$ cat config.mk
export PLATFORM = sky130hd
export DESIGN_NAME = fm_dist_scheduler
export DESIGN_NICKNAME = d
export VERILOG_FILES = /design/src/rtl/fm_ctrl_pkg.sv /design/src/rtl/fm_dist_scheduler_tick_gen.sv /design/src/rtl/fm_dist_scheduler.sv
export SDC_FILE = /design/constraint.sdc
export NUM_CORES = 1
export LEC_CHECK = 0
export CORE_UTILIZATION = 40
export DETAILED_ROUTE_END_ITERATION = 7
export PLACE_DENSITY_LB_ADDON = 0.1
export SYNTH_ARGS = -nofsm -noshare
export SYNTH_HDL_FRONTEND = slang
export SYNTH_SLANG_ARGS = --single-unit
$ cat constraint.sdc
create_clock -name clk -period 3.9 [get_ports clk]
set_input_delay 1.17 -clock clk [delete_from_list [all_inputs] [get_ports clk]]
set_output_delay 1.17 -clock clk [all_outputs]
set_load 0.05 [all_outputs]
$ cat src/rtl/fm_ctrl_pkg.sv
// Shared types and default timing constants for the FM distance controller.
package fm_ctrl_pkg;

    typedef enum logic [1:0] {
        ST_IDLE  = 2'd0,
        ST_RUN   = 2'd1,
        ST_DRAIN = 2'd2
    } fm_state_e;

    localparam int DEF_STEP          = 8;
    localparam int DEF_TICK_DIV      = 50000;
    localparam int DEF_TIMEOUT_TICKS = 250;

    function automatic int cnt_width(input int n);
        return (n > 1) ? $clog2(n) : 1;
    endfunction

endpackage

$ cat src/rtl/fm_dist_scheduler_tick_gen.sv
// Free-running tick generator: one-cycle tick every TICK_DIV clk cycles after reset release.
module tick_gen
    import fm_ctrl_pkg::*;
#(
    parameter int TICK_DIV = DEF_TICK_DIV
) (
    input  logic clk,
    input  logic reset_n,
    output logic tick
);

    localparam int CW = cnt_width(TICK_DIV);
    localparam logic [CW-1:0] LAST = CW'(TICK_DIV - 1);

    logic [CW-1:0] cnt_q;
    logic [CW-1:0] cnt_d;

    assign tick  = (cnt_q == LAST);
    assign cnt_d = tick ? '0 : cnt_q + CW'(1);

    always_ff @(posedge clk or negedge reset_n) begin
        if (!reset_n) begin
            cnt_q <= '0;
        end else begin
            cnt_q <= cnt_d;
        end
    end

endmodule

$ cat src/rtl/fm_dist_scheduler.sv
// Slews the FM DAC distance toward the latest accepted sample and drains it to zero
// when samples stop or mute is requested.
//   state    | meaning
//   ST_IDLE  | DAC disabled, distance held at 0, waiting for a sample
//   ST_RUN   | DAC enabled, distance ramps toward target on each tick
//   ST_DRAIN | DAC enabled, distance ramps toward 0; reaching 0 returns to IDLE
module fm_dist_scheduler
    import fm_ctrl_pkg::*;
#(
    parameter int WIDTH         = 13,
    parameter int MAX_DIST      = 2000,
    parameter int STEP          = DEF_STEP,
    parameter int TICK_DIV      = DEF_TICK_DIV,
    parameter int TIMEOUT_TICKS = DEF_TIMEOUT_TICKS
) (
    input  logic             clk,
    input  logic             reset_n,
    input  logic             sample_valid,
    input  logic [WIDTH-1:0] sample_dist,
    output logic             sample_ready,
    input  logic             mute,
    output logic             fm_enable,
    output logic [WIDTH-1:0] fm_distance,
    output logic [1:0]       state_out,
    output logic             sat_pulse
);

    localparam int TW = cnt_width(TIMEOUT_TICKS + 1);
    localparam logic [WIDTH-1:0]        MAX_D   = WIDTH'(MAX_DIST);
    localparam logic [WIDTH-1:0]        STEP_U  = WIDTH'(STEP);
    localparam logic signed [WIDTH:0]   STEP_S  = (WIDTH+1)'(STEP);
    localparam logic [TW-1:0]           TO_LAST = TW'(TIMEOUT_TICKS);

    fm_state_e        state_q;
    logic [WIDTH-1:0] target_q;
    logic [WIDTH-1:0] dist_q;
    logic             en_q;
    logic             sat_q;
    logic [TW-1:0]    to_q;

    logic                    tick;
    logic                    accept;
    logic                    over;
    logic [WIDTH-1:0]        clamped;
    logic signed [WIDTH:0]   diff;
    logic [WIDTH-1:0]        ramp_d;
    logic [WIDTH-1:0]        drain_d;
    logic [TW-1:0]           to_d;
    logic                    expire;

    tick_gen #(
        .TICK_DIV (TICK_DIV)
    ) u_tick_gen (
        .clk     (clk),
        .reset_n (reset_n),
        .tick    (tick)
    );

    assign sample_ready = !mute;
    assign accept       = sample_valid && !mute;
    assign over         = (sample_dist > MAX_D);
    assign clamped      = over ? MAX_D : sample_dist;
    assign to_d         = to_q + TW'(1);
    assign expire       = (to_d >= TO_LAST);

    // Signed difference keeps the ramp from overshooting or wrapping in either direction.
    always_comb begin
        diff    = $signed({1'b0, target_q}) - $signed({1'b0, dist_q});
        ramp_d  = target_q;
        if (diff > STEP_S) begin
            ramp_d = dist_q + STEP_U;
        end else if (diff < -STEP_S) begin
            ramp_d = dist_q - STEP_U;
        end
        drain_d = (dist_q > STEP_U) ? dist_q - STEP_U : '0;
    end

    always_ff @(posedge clk or negedge reset_n) begin
        if (!reset_n) begin
            state_q  <= ST_IDLE;
            target_q <= '0;
            dist_q   <= '0;
            en_q     <= 1'b0;
            sat_q    <= 1'b0;
            to_q     <= '0;
        end else begin
            sat_q <= accept && over;
            case (state_q)
                ST_IDLE: begin
                    en_q   <= 1'b0;
                    dist_q <= '0;
                    to_q   <= '0;
                    if (accept) begin
                        target_q <= clamped;
                        dist_q   <= clamped;
                        en_q     <= 1'b1;
                        state_q  <= ST_RUN;
                    end
                end
                ST_RUN: begin
                    en_q <= 1'b1;
                    // The step always uses the target held before this edge.
                    if (tick) begin
                        dist_q <= ramp_d;
                    end
                    if (accept) begin
                        target_q <= clamped;
                        to_q     <= '0;
                    end else if (mute) begin
                        state_q <= ST_DRAIN;
                    end else if (tick) begin
                        to_q <= to_d;
                        if (expire) begin
                            state_q <= ST_DRAIN;
                        end
                    end
                end
                ST_DRAIN: begin
                    en_q <= 1'b1;
                    if (tick) begin
                        dist_q <= drain_d;
                    end
                    if (accept) begin
                        target_q <= clamped;
                        to_q     <= '0;
                        state_q  <= ST_RUN;
                    end else if (tick && (dist_q == '0)) begin
                        en_q    <= 1'b0;
                        state_q <= ST_IDLE;
                    end
                end
                default: begin
                    state_q  <= ST_IDLE;
                    target_q <= '0;
                    dist_q   <= '0;
                    en_q     <= 1'b0;
                    to_q     <= '0;
                end
            endcase
        end
    end

    assign fm_enable   = en_q;
    assign fm_distance = dist_q;
    assign state_out   = state_q;
    assign sat_pulse   = sat_q;

endmodule

; Word-level counts from Yosys, hierarchy flattened
; Index checks and enable logic that the tools add are counted.
[op_classes]
mux = 28
eq_ne = 14
addsub = 5
reduce_logical = 10
n_lt_le_gt_ge = 5
[op_table]
columns = operator, n
row1 = 2-to-1 mux 13 bit, 9
row2 = case mux 13 bit (3 select lines), 1
row3 = 2-to-1 mux 8 bit, 4
row4 = adder 16 x 1 -> 16 bit (second input constant), 1
row5 = equality test 16 bit (second input constant), 1
row6 = 2-to-1 mux 16 bit, 1
row7 = case mux 8 bit (2 select lines), 1
row8 = inequality test 3 bit (second input constant), 5
row9 = greater-than comparator 14 x 5 -> 1 bit (second input constant), 1
row10 = < comparator 14 x 4 -> 1 bit (second input constant), 1
row11 = 2-to-1 mux 2 bit, 7
row12 = subtractor 13 x 13 -> 14 bit, 1
row13 = adder 13 x 4 -> 13 bit (second input constant), 1
row14 = greater-than comparator 13 x 11 -> 1 bit (second input constant), 1
row15 = greater-than comparator 13 x 4 -> 1 bit (second input constant), 1
row16 = logical NOT 13 bit, 1
row17 = subtractor 13 x 4 -> 13 bit (second input constant), 1
row18 = inequality test 2 bit (second input constant), 5
row19 = adder 8 x 1 -> 8 bit (second input constant), 1
row20 = >= comparator 8 bit (second input constant), 1
row21 = case mux 2 bit (3 select lines), 1
row22 = AND reduction 5 bit, 1
row23 = logical AND 1 bit, 3
row24 = 2-to-1 mux 1 bit, 3
row25 = other kinds (9), 9
[totals]
elab_cells = 69
regBits = 54
inputBits = 17

; Logic depth before layout (Yosys ltp)
; Gate-level depths: netlist (run 1).
[logic_depth]
ltp_word = 7
mapped_depth = 14

; Cells and area by module
; From an unflattened synthesis (run 1), not the netlist that was laid out.
[hier_totals]
hier_cells = 494
hier_area_um2 = 4130.2
[by_module_without_submodules]
columns = module, seq_area_each_um2, area_per_inst_um2, n_inst, cells_each
row1 = fm_dist_scheduler, 950.9, 3368.2, 1, 427
row2 = tick_gen, 400.4, 762.0, 1, 67

; Least setup slack after synthesis (run 1)
; OpenSTA, ideal clock, no wires.
[synth_timing]
kind = reg-to-reg
start = register dist_q[5] (netlist: fm_distance[5])
end = register dist_q[11] (netlist: fm_distance[11])
period_less_slack_ps = 3386
stages_incl_launch_ff = 15
arrival_time_ps = 3228
required_time_ps = 3742
setup_ps = 158
path_slack_ps = 514
path_cell_list = dfrtp_1 clkbuf_1 inv_1 ha_1 buf_4 nand3b_1 nand3_1 o32a_1 a2111oi_0 nand3_1 nor4_1 mux2i_2 buf_4 o221ai_1 a22oi_1
[synth_between]
elab_chain_cells = 6
word_cells_on_any_way = 12
classes_between = add/sub: 3 / order compare: 3 / mux: 6
[synth_lines]
columns = item, line
row1 = "start, declared", fm_dist_scheduler.sv:36  ; logic [WIDTH-1:0] dist_q;
row2 = "start signal, assigned", fm_dist_scheduler.sv:95  ; dist_q <= clamped;
row3 = "start signal, assigned", fm_dist_scheduler.sv:104  ; dist_q <= ramp_d;
row4 = "start signal, assigned", fm_dist_scheduler.sv:121  ; dist_q <= drain_d;
row5 = subtractor 13 x 13 -> 14 bit, fm_dist_scheduler.sv:68  ; diff = $signed({1'b0, target_q}) - $signed({1'b0, dist_q});
row6 = < comparator 14 x 4 -> 1 bit, fm_dist_scheduler.sv:72  ; end else if (diff < -STEP_S) begin
row7 = 2-to-1 mux 13 bit, fm_dist_scheduler.sv:72
row8 = 2-to-1 mux 13 bit, fm_dist_scheduler.sv:70  ; if (diff > STEP_S) begin
row9 = 2-to-1 mux 13 bit, fm_dist_scheduler.sv:103  ; if (tick) begin
row10 = case mux 13 bit (3 select lines) (*), fm_dist_scheduler.sv:88  ; case (state_q)
; Every way passes the cells marked *; elsewhere a longest branch is shown, timed or not. The select of a mux whose other input is x is not followed.
; A chain may end at the register's enable or synchronous reset.

; Worst setup path after layout (run 1)
[layout_timing]
start = register dist_q[4] (netlist: fm_distance[4])
end = register dist_q[2] (netlist: fm_distance[2])
; Same word-level chain as after synthesis.

==> results of run 1 <==
## state kept, by name, summed over array words and instances (netlist names)
| signal | cells |
|---|---|
| fm_enable | 1 |
| u_tick_gen.cnt_q | 16 |
| to_q | 8 |
| sat_pulse | 1 |
| fm_distance | 13 |
| target_q | 13 |
| state_out | 2 |
## metal layers
layer,vias to the layer above,global-route usage (%)
met4,0,7.65
met2,110,36.6
li1,1928,-
met1,1911,29.2
met3,29,2.62
met5,-,0
## stage by stage
step	instance area [um^2]	utilization [%]	setup WS (ns)	instances
after detailed placement	4680	45.6	0.449	668
after CTS	4770	46.4	0.411	676
final	4770	46.4	0.365	676
after global placement	4680	45.6	0.440	668
after floorplan	4220	-	0.514	511
after global routing	4770	46.4	0.113	676
## cells in the final DEF, fill, tap and decap left out, types with 14 or more instances in the layout
cell             instances
a21oi_1                 32
ha_1                    18
nand3_1                 33
inv_1                   18
nor2_1                  45
xnor2_1                 22
o21ai_1                 15
o21ai_0                 25
a211oi_1                14
clkdlybuf4s50_1         32
dfrtp_1                 54
nand2_1                 49
## worst max-delay path, cell delays in order (launching register included)
cell and delay [ns]:
dfrtp_1 0.55, inv_1 0.15, ha_1 0.47, a21oi_1 0.32
and2_1 0.24, a211oi_1 0.09, a211o_1 0.28, nor4_1 0.32
and4_4 0.31, mux2i_2 0.07, buf_4 0.21, mux2_1 0.32
o21ai_1 0.11
## layout make-up
cell class	count	area share [%]
multi-input combinational	413	55.9
sequential	54	28.3
timing repair buffer	46	8.86
tap	136	3.56
clock buffer	6	1.52
inverter	19	1.49
clock inverter	2	0.367
## cell families (layout without fill, tap and decap cells)
kind of cell,after synthesis,count (layout),synth area share (%)
AND/OR/NAND/NOR,204,204,24.3
XOR/XNOR,33,33,7.03
flip-flops,54,54,32.0
adder cells (fa/ha/maj),19,19,5.81
AO/OA/AOI/OAI,151,151,24.4
buffers and inverters,44,73,4.89
multiplexers,6,6,1.60
## cell usage after synthesis (all sizes together) (3+ instances only)
| library cell | instances | share of area [%] |
|---|---|---|
| o21ai | 40 | 4.7 |
| nor3 | 10 | 1.2 |
| a21oi | 38 | 5.0 |
| dfrtp | 54 | 32 |
| nor4 | 5 | 0.74 |
| nand2b | 6 | 0.89 |
| o221ai | 6 | 1.2 |
| or2 | 5 | 0.74 |
| a31oi | 3 | 0.44 |
| xor2 | 10 | 2.1 |
| nand4 | 8 | 1.2 |
| nor2b | 8 | 1.2 |
| mux2 | 3 | 0.80 |
| o41ai | 3 | 1.2 |
| buf | 7 | 1.4 |
| ha | 18 | 5.3 |
| xnor2 | 23 | 5.0 |
| a22oi | 6 | 1.1 |
| nand3 | 34 | 4.2 |
| o21a | 4 | 0.71 |
| and4 | 3 | 0.68 |
| inv | 18 | 1.6 |
| mux2i | 3 | 0.80 |
| o22ai | 4 | 0.59 |
| nor3b | 3 | 0.53 |
| o31ai | 6 | 1.1 |
| a211oi | 14 | 2.5 |
| a21o | 6 | 1.1 |
| nor2 | 45 | 4.0 |
| or3 | 3 | 0.44 |
| clkbuf | 18 | 1.8 |
| and2 | 4 | 0.59 |
| nand2 | 49 | 4.4 |
| and3 | 13 | 2.0 |
## power breakdown
part           internal [mW]  switching, mW
sequential             0.636          0.122
clock                  0.131          0.194
combinational          0.819           1.33
## final timing paths
path	from	endpoint	cells past startpoint
min in group asynchronous	reset_n	target_q[7]	1
setup / recovery	fm_distance[4]	fm_distance[2]	12
hold / removal	to_q[7]	to_q[7]	1
setup reg to reg	fm_distance[4]	fm_distance[2]	12
hold reg to reg	to_q[7]	to_q[7]	1
max in group asynchronous	reset_n	target_q[2]	2
==> metrics.cfg, run 1 <==
[outcome]
status=finished, final reports clean

[power_and_ir_drop]
ir_drop_v=0.000275
p_leak_nw=1.92
total_power_mw=3.23
p_per_area_mw_per_mm2=678

[place]
dp_hpwl_mm=8.75
port_buffers=34
place.gp.congestion=0.900

[timing]
finalCriticalPeriod_ns=3.54
max_freq_mhz=283
fin_crit_sh_pct=90.7
hold_viol=0
drv_slew=0
setup_viol=0
slew_headroom_pct=52.7
tightest_slew_ns=0.706
rsz0062_at_grt=no
whs_ns=0.503
tns_ns=0
fin_worst_skew_ns=0.0160

[finish]
syn_to_final_growth_pct=13.1
diodes=0
drive_above_1_share_pct=7.41
fin_nets=575
register_area_mm2=0.00135
multi_input_area_mm2=0.00267
n_fill_cell=1039

[yosys]
syn_inst=511
synth_cell_types=72
mappedNetlistArea_mm2=0.00422
synth_warnings=0
synth_ff_type=dfrtp_1
synth-edff-count=0
yosysSeqAreaShare_pct=32.0
ys_ff_latch=54
synthArstFlopShare_pct=100
syn_nets=547
synth.avg_cell_area_um2=8.26

[floorplan]
initial_utilization_pct=41.1
die_x_um=105
std_cell_rows=37
die-area_mm2=0.0110
pin_count=35
core_region_area_mm2=0.0103
fp.dieH_um=105

[worst_setup_path]
crit_fanout=13
crit_arrival_ns=3.77
endpoint_kind=register
rrSetupSlack_ns=0.36
critical_path_class=reg2reg
worstPathRequired_ns=4.13
startpoint_type=register

[clock_network]
cts_hold_buf=0
h-tree-depth=2
numCtsBuffers=5
insertion_delay_ns=0.32
clock_path_buffers=2
post_cts_buffers=0
clockRootBuffer=clkbuf_8
cts_tree=done
cts.sinks=54
ctsResizeCount=0
path_clk_slew_ns=0.11

[global_route]
grt_max_degree=25
grt_usage_pct=21.9
grt_pass1_wl_mm=19.6
grt_pass1_vias=3856
antenna_found_initial=0
overflow=0

[route]
wl_mm=11.5
vias=3978
ant_nets=0
top_layer_used=met4
wl_met3_um=471
via_per_inst=5.88
drc=0
wire_per_inst_um=17.1
drtIter0Drc=328
m1WireLength_mm=5.30
wl_met2_mm=5.48
dr.pass1.iters=5

[min_path]
hold_path.class=reg2reg

[job]
drv_cap=0

Note: power is estimated with default switching activity, not from simulation.
==> run 2, diff against run 1 <==
--- a/config.mk
+++ b/config.mk
@@ -5,7 +5,8 @@
 export SDC_FILE = /design/constraint.sdc
 export NUM_CORES = 1
 export LEC_CHECK = 0
-export CORE_UTILIZATION = 40
+export CORE_UTILIZATION = 30
+export CTS_BUF_LIST = sky130_fd_sc_hd__clkbuf_16
 export DETAILED_ROUTE_END_ITERATION = 7
 export PLACE_DENSITY_LB_ADDON = 0.1
 export SYNTH_ARGS = -nofsm -noshare
==> metrics.cfg, run 2 (synthesis gave the netlist of run 1 again) <==
[outcome]
status=finished, final reports clean  ; unchanged

[floorplan]
core_region_area_mm2=0.0135  ; was 0.0103 mm^2
die-area_mm2=0.0145  ; was 0.0110 mm^2
fp.dieH_um=121  ; was 105 um
initial_utilization_pct=31.2  ; was 41.1%
die_x_um=121  ; was 105 um
pin_count=35  ; unchanged
std_cell_rows=42  ; was 37

[clock_network]
cts.sinks=54  ; unchanged
h-tree-depth=2  ; unchanged
post_cts_buffers=0  ; unchanged
cts_tree=done  ; unchanged
insertion_delay_ns=0.31  ; was 0.32 ns
ctsResizeCount=0  ; unchanged
cts_hold_buf=0  ; unchanged
clockRootBuffer=clkbuf_16  ; was clkbuf_8
numCtsBuffers=5  ; unchanged
path_clk_slew_ns=0.08  ; was 0.11 ns
clock_path_buffers=2  ; unchanged

[finish]
final_common_cell=dfrtp_1  ; unchanged
final_cell_mix=54 x dfrtp_1, 49 x nand2_1, 45 x nor2_1  ; unchanged
drive_above_1_share_pct=7.93  ; was 7.41%
diodes=0  ; unchanged
syn_to_final_growth_pct=16.6  ; was 13.1%
final_util_pct=36.4  ; was 46.4%
largest_register_ffs=16  ; unchanged
largest-register=u_tick_gen.cnt_q  ; unchanged
n_fill_cell=1392  ; was 1039
fin_nets=577  ; was 575

[global_route]
antenna_found_initial=0  ; unchanged
grt_pass1_vias=3799  ; was 3856
grt_usage_pct=17.5  ; was 21.9%
grt_pass1_wl_mm=19.9  ; was 19.6 mm
overflow=0  ; unchanged
grt_max_degree=55  ; was 25

[worst_setup_path]
cpMostUsedCell=a211oi_1
crit_fanout=13  ; unchanged
cp_num_buf_inv=1  ; was 2
crit_family=multiplexers  ; was simple AND/OR/NAND/NOR gates
endpoint_kind=register  ; unchanged
crit_arrival_ns=3.80  ; was 3.77 ns
max_stage_delay_ns=0.71  ; was 0.55 ns
worstPathRequired_ns=4.13  ; about the same
critical_path_class=reg2reg  ; unchanged
crit_path_cell_trace=inv_1 > ha_1 > a21oi_1 > and2_1 > a211oi_1 > a211oi_1 > nor4_1 > and4_4 > mux2i_2 > mux2_1 > o21ai_1  ; was inv_1 > ha_1 > a21oi_1 > and2_1 > a211oi_1 > a211o_1 > nor4_1 > and4_4 > mux2i_2 > buf_4 > mux2_1 > o21ai_1
crit_path_top_delay_cell=mux2i_2  ; was dfrtp_1
startpoint_type=register  ; unchanged

[timing]
whs_ns=0.505  ; was 0.503 ns
fin_crit_sh_pct=91.4  ; was 90.7%
max_freq_mhz=280  ; was 283 MHz
setup_ws_ns=0.334  ; was 0.365 ns
tns_ns=0  ; unchanged
slew_headroom_pct=37.7  ; was 52.7%
finalCriticalPeriod_ns=3.57  ; was 3.54 ns
setup_viol=0  ; unchanged
fin_worst_skew_ns=0.00951  ; was 0.0160 ns
drv_slew=0  ; unchanged
hold_viol=0  ; unchanged
tightest_slew_ns=0.916  ; was 0.706 ns
rsz0062_at_grt=no  ; unchanged

[place]
port_buffers=34  ; unchanged
placement.setup.worst_slack_ns=0.279  ; was 0.449 ns
dp_hpwl_mm=9.33  ; was 8.75 mm
place.gp.congestion=0.820  ; was 0.900

[power_and_ir_drop]
p_per_area_mw_per_mm2=709  ; was 678 mW/mm^2
p_leak_nw=1.97  ; was 1.92 nW
ir_drop_v=0.000248  ; was 0.000275 V

[route]
ant_nets=0  ; unchanged
vias=3939  ; was 3978
drc=0  ; unchanged
wire_per_inst_um=17.1  ; about the same
drtIter0Drc=218  ; was 328
dr.pass1.iters=4  ; was 5
wl_mm=12.3  ; was 11.5 mm
via_per_inst=5.49  ; was 5.88

[job]
drv_cap=0  ; unchanged

[min_path]
hold_path.class=reg2reg  ; unchanged

[run 2: area by class of cell]
type	count	area [um^2]	share of cell area, %
clock buffers	5	125	2.54
clock inverters	3	47.5	0.966
inverters	19	71.3	1.45
multi-input cells	413	2670	54.2
flip-flops and latches	54	1350	27.5
well taps	176	220	4.47
repair buffers	48	438	8.90
[run 2: power breakdown]
group / leakage [nW] / switching, mW / total (mW) / internal (mW)
clock network: 0.0848 / 0.234 / 0.543 / 0.309
registers: 0.701 / 0.102 / 0.739 / 0.636
logic: 1.18 / 1.37 / 2.21 / 0.835
[run 2: per-stage QoR]
stage	cells	total power, mW	area [um^2]
after global routing	718	3.74	4920
after floorplan	511	2.37	4220
final	718	3.49	4920
after detailed placement	710	2.94	4750
after global placement	710	2.94	4750
after CTS	718	3.50	4920
[run 2: final timing paths]
check | start | to | slack, ns | cells after the start
min | to_q[7] | to_q[7] | 0.50 | 1
max | fm_distance[4] | fm_distance[1] | 0.33 | 11
max in group asynchronous | reset_n | to_q[1] | 2.40 | 2
max reg2reg | fm_distance[4] | fm_distance[1] | 0.33 | 11
min in group asynchronous | reset_n | fm_distance[12] | 1.01 | 2
min reg2reg | to_q[7] | to_q[7] | 0.50 | 1
[run 2: worst reg2reg max path: cells and delay by family, from the launching register on]
kind / cells / cell delay, ns
flops: 1 / 0.36
fa+ha+maj: 1 / 0.46
simple gates: 3 / 0.61
mux: 2 / 1.10
buf+inv: 1 / 0.10
compound gates: 4 / 0.85
[run 2: metal layers]
metal	vias to the layer above	wire [um]	part of all wire, %	GRT usage, %
met5	-	0	0	0
met4	0	272	2.2	6.71
met3	20	333	2.7	2.59
met2	69	5730	47	28.3
met1	1917	5940	48	23.6
li1	1933	-	-	-
==> patch 1, RTL diff (settings of run 2) <==
`WIDTH`: 13 -> 26.
--- a/src/rtl/fm_dist_scheduler.sv
+++ b/src/rtl/fm_dist_scheduler.sv
@@ -7,7 +7,7 @@
 module fm_dist_scheduler
     import fm_ctrl_pkg::*;
 #(
-    parameter int WIDTH         = 13,
+    parameter int WIDTH         = 26,
     parameter int MAX_DIST      = 2000,
     parameter int STEP          = DEF_STEP,
     parameter int TICK_DIV      = DEF_TICK_DIV,
Interface: changed (resized fm_distance and sample_dist); port bits go from 35 to 61. No check against the original RTL was run, so the function may have changed too.
==> patch 1 against run 2 <==
The flow now finishes with violations (setup timing); hold slack is essentially flat; design area rose by 94%; count of clock-buffer cells in the layout is 4 higher; non-clock buffer count is 126 higher; synthesized area up 69%; sequential cell count is 26 higher; maximum frequency decreased by 11%; power increased by 130%; sequential power increased by 33%; critical path type unchanged; routed wire length increased by 120%; worst setup slack worse by 0.43 ns; global-route usage is 4.8 points higher; highest routed layer unchanged; clock power grew 82%.
==> patch 1: results (changes against run 2) <==
CTS buffer count=9 (+4); DRT Wirelength=26,860 um (+120%); post-route setup TNS=-0.3324 ns (-0.3324 ns); Max IR drop VDD=443.5 uV (+79%); global-route wire length before repair=41,650 um (+110%); vias in the first global route=7,159 (+88%); initial DRC count=426 (+95%); vias per std cell=5.499 (+0.23%); RR Endpoint=fm_distance[0]$_DFFE_PN0P_; delay-heaviest family, CP=compound AO/OA/AOI/OAI gates; worst skew pair latency=0.36 ns (+0.05 ns); Hold Path Sink=u_tick_gen.cnt_q[0]$_DFF_PN0_; hpwl dp=20,260 um (+120%); via count=7,605 (+93%); failing checks=setup timing; drt first pass iters=5 (+1); status=complete, but fails checks; register area share after synthesis=28.11% (-3.9 points); Port Buf Inserts=60 (+76%); pre-CTS setup slack=-0.09634 ns (-0.3756 ns); share of cells above drive strength 1=20.70% (+13 points); P_leak=0.003881 uW (+97%); min-delay src=u_tick_gen.cnt_q[0]$_DFF_PN0_; Final #Nets=1,120 (+94%); gr usage total=22.34% (+4.8 points); syn avg cell area=7.757 sq um (-6.1%); crit-path max FO=6 (-7); Setup WS post-layout=-0.09224 ns (-0.4259 ns); Worst EP arrival=4.27 ns (+0.47 ns); setup violators final=8 (+8); Slowest-stage cell, CP=or4_4; clk_skew=0.009797 ns (+0.0002852 ns)
[patch 1: cell types whose count changed in the layout (fill, tap and decap cells not counted), sizes merged, moves of 35 or more]
cell and delta:
o21ai +49, a21oi +35, nand2 +42, nor2 +36
buf +100
[patch 1: kinds of logic after synthesis]
group / Yosys count / synth area share [%]
flops: 80 / 28.11
fa+ha+maj: 32 / 5.728
mux: 4 / 0.7380
compound gates: 284 / 26.52
buf+inv: 83 / 4.885
xor+xnor: 55 / 6.765
simple gates: 380 / 27.25
[patch 1: repair_timing]
| action | in CTS | in global routing |
|---|---|---|
| endpoints found under the setup margin | 25 | 26 |
| cloned | 0 | 1 |
| gates resized for setup | 6 | 84 |
| setup buffers | 9 | 15 |
| pin swaps | 4 | 35 |
[patch 1: layer usage]
metal	GRT usage [%]	up-vias	routed length, um
met5	0	-	0
met4	7.049	0	538
met3	2.694	34	1100
met2	35.76	202	12290
met1	31.11	3683	12930
li1	-	3686	-
[patch 1: cell type report]
class                           instances  area (sq um)
Fill cell                            2476         13860
Clock inverter                          7         108.9
Sequential cell                        80          2012
Tap cell                              319         399.1
Antenna cell                            1         2.502
Inverter                               37         138.9
Clock buffer                            9         225.2
Timing Repair Buffer                  174          1525
Multi-Input combinational cell        756          5130
[patch 1: power breakdown]
part	total (uW)	internal (uW)	switching [uW]	leakage, uW
combinational	6080	2530	3550	0.00266
clock	990	577	414	0.000164
sequential	985	917	68.8	0.00105
[patch 1: stage by stage]
step                utilization [%]  total power [uW]  cell area, sq um
CTS                           38.73              7274              9064
finish                        40.77              8059              9542
global placement              36.85              6228              8623
floorplan                         -              4291              7132
detailed placement            36.85              6172              8623
global route                  40.76              8564              9539
==> patch 2, RTL diff (flow settings as in run 2) <==
Without the edit above. Make the reset (`reset_n`) synchronous in 2 clocked blocks.
--- a/src/rtl/fm_dist_scheduler_tick_gen.sv
+++ b/src/rtl/fm_dist_scheduler_tick_gen.sv
@@ -18,7 +18,7 @@
     assign tick  = (cnt_q == LAST);
     assign cnt_d = tick ? '0 : cnt_q + CW'(1);
 
-    always_ff @(posedge clk or negedge reset_n) begin
+    always_ff @(posedge clk) begin
         if (!reset_n) begin
             cnt_q <= '0;
         end else begin
--- a/src/rtl/fm_dist_scheduler.sv
+++ b/src/rtl/fm_dist_scheduler.sv
@@ -75,7 +75,7 @@
         drain_d = (dist_q > STEP_U) ? dist_q - STEP_U : '0;
     end
 
-    always_ff @(posedge clk or negedge reset_n) begin
+    always_ff @(posedge clk) begin
         if (!reset_n) begin
             state_q  <= ST_IDLE;
             target_q <= '0;
Function: differs if reset_n is asserted again (counterexample within 4 cycles, from zero or initial values and one cycle with reset_n low); with reset_n held inactive, the same outputs for 10 cycles.
==> patch 2 against run 2 <==
Sequential cell count unchanged; maximum frequency shrank 0.76%; routed wire length rose by 1.6%; largest cell class unchanged; synthesized area fell by 4.9%; design area is 4.0% lower; non-clock buffer count is 1 higher; worst setup slack worse by 0.027 ns; global-route usage up 0.65 points.
Power is not compared: it rests on default switching activity, and its combinational part moved more than twofold at a synthesized area within 25%.
==> patch 2: results (changes against run 2) <==
status=finished, final reports clean; crit-path max FO=6 (-7); Worst EP arrival=3.78 ns (-0.02 ns); Clock transition at path regs=~0.070 ns; pre-CTS setup slack=0.3627 ns (+0.08346 ns); initial antenna violation count=0 (unchanged); Final #Nets=594 (+2.9%); Largest Register=u_tick_gen.cnt_q; flip-flop count of the largest register after layout=16 (unchanged); P_leak=0.001769 uW; syn avg cell area=7.629 sq um (-7.6%); # diodes=0 (unchanged); Synth area leaders=dfxtp_1, ha_1, nor2_1; vias in the first global route=3,733 (-1.7%); final RePlAce weighted congestion=0.9066 (+11%); share of cells above drive strength 1=6.272% (-1.7 points); hpwl dp=9513 um (+2.0%); Synth Flop Type=dfxtp_1; Syn Nets=562 (+2.7%); clk_skew=0.005029 ns (-0.004483 ns); register area share after synthesis=26.94% (-5.1 points); global-route wire length before repair=19,980 um (+0.42%); Synth cell types=70 (-2.8%); maximum number of pins on one net before global-route repair=22 (-60%); initial DRC count=274 (+26%); gr usage total=18.20% (+0.65 points); Port Buf Inserts=34 (unchanged); worst-case headroom to the max-slew limit=36.02% (-1.7 points); Yosys warning count=0 (unchanged); placed cells=723 (+1.8%); DRT Wirelength=12,470 um (+1.6%); H-tree depth=2 (unchanged); root buf cell=clkbuf_16; Layout Cells excl Fill=730 (+1.7%); drt drc=0 (unchanged); Post-CTS Setup Inserts=0 (unchanged); Longest Clk Path Bufs=2 (unchanged); Post-synth top cells=nor2_1, dfxtp_1, nand2_1, nand3_1, o21ai_0; post-CTS resize count=0 (unchanged); via count=4,004 (+1.7%); Placed Area=4586 sq um (-3.4%); Worst Hold Class=reg -> reg; Post-synth ARST share=0% (-100 points)
## patch 2: final timing paths
check             slack, ns  cells after the start                           start                              to
setup / recovery       0.31                     12     fm_distance[0]$_SDFFE_PN0P_     fm_distance[1]$_SDFFE_PN0P_
hold / removal         0.45                      1  u_tick_gen.cnt_q[0]$_SDFF_PP0_  u_tick_gen.cnt_q[0]$_SDFF_PP0_
setup reg to reg       0.31                     12     fm_distance[0]$_SDFFE_PN0P_     fm_distance[1]$_SDFFE_PN0P_
hold reg to reg        0.45                      1  u_tick_gen.cnt_q[0]$_SDFF_PP0_  u_tick_gen.cnt_q[0]$_SDFF_PP0_
## patch 2: where the power goes
group / switching, uW / internal [uW] / total (uW)
registers: 28.9 / 571 / 600
logic: 431 / 260 / 691
clock network: 223 / 237 / 460
## patch 2: layout make-up
cell class                 instances  area, sq um
clock inverter                     2        13.76
timing repair buffer              49        462.9
fill                            1376         8100
sequential                        54         1081
tap                              172        215.2
inverter                          22        82.58
clock buffer                       5        125.1
multi-input combinational        426         2744
## patch 2: critical path, stage by stage, from the launching register on
cell	delay, ns
dfxtp_1	0.39
ha_1	0.20
inv_1	0.06
fa_1	0.42
a211oi_2	0.34
o31ai_4	0.15
a41o_1	0.26
o21ai_1	0.16
nand2_1	0.12
or4_1	0.53
o32ai_2	0.43
o211ai_1	0.22
o2bb2ai_1	0.18
## patch 2: per-stage QoR
stage / utilization (%) / hold WS, ns
5_1_grt: 36.84 / 0.4812
2_1_floorplan: - / 0.4132
3_5_place_dp: 35.76 / 0.4435
4_1_cts: 36.84 / 0.4554
6_report: 36.84 / 0.4492
3_3_place_gp: 35.76 / 0.4295
## patch 2: logic make-up (layout without fill, tap and decap cells)
| kind of cell | count (synthesis) | after routing | share of synthesized area, % |
|---|---|---|---|
| simple gates | 222 | 222 | 27.63 |
| compound gates | 147 | 147 | 26.19 |
| flops | 54 | 54 | 26.94 |
| buf+inv | 46 | 78 | 4.677 |
| xor+xnor | 34 | 34 | 7.421 |
| fa+ha+maj | 19 | 19 | 6.112 |
| mux | 4 | 4 | 1.029 |
## patch 2: metal layers
| metal | routed length (um) | vias to the layer above | GRT usage (%) |
|---|---|---|---|
| met5 | 0 | - | 0 |
| met1 | 6197 | 1879 | 25.51 |
| li1 | - | 1999 | - |
| met2 | 5411 | 109 | 27.83 |
| met3 | 650 | 17 | 3.731 |
| met4 | 209 | 0 | 5.449 |
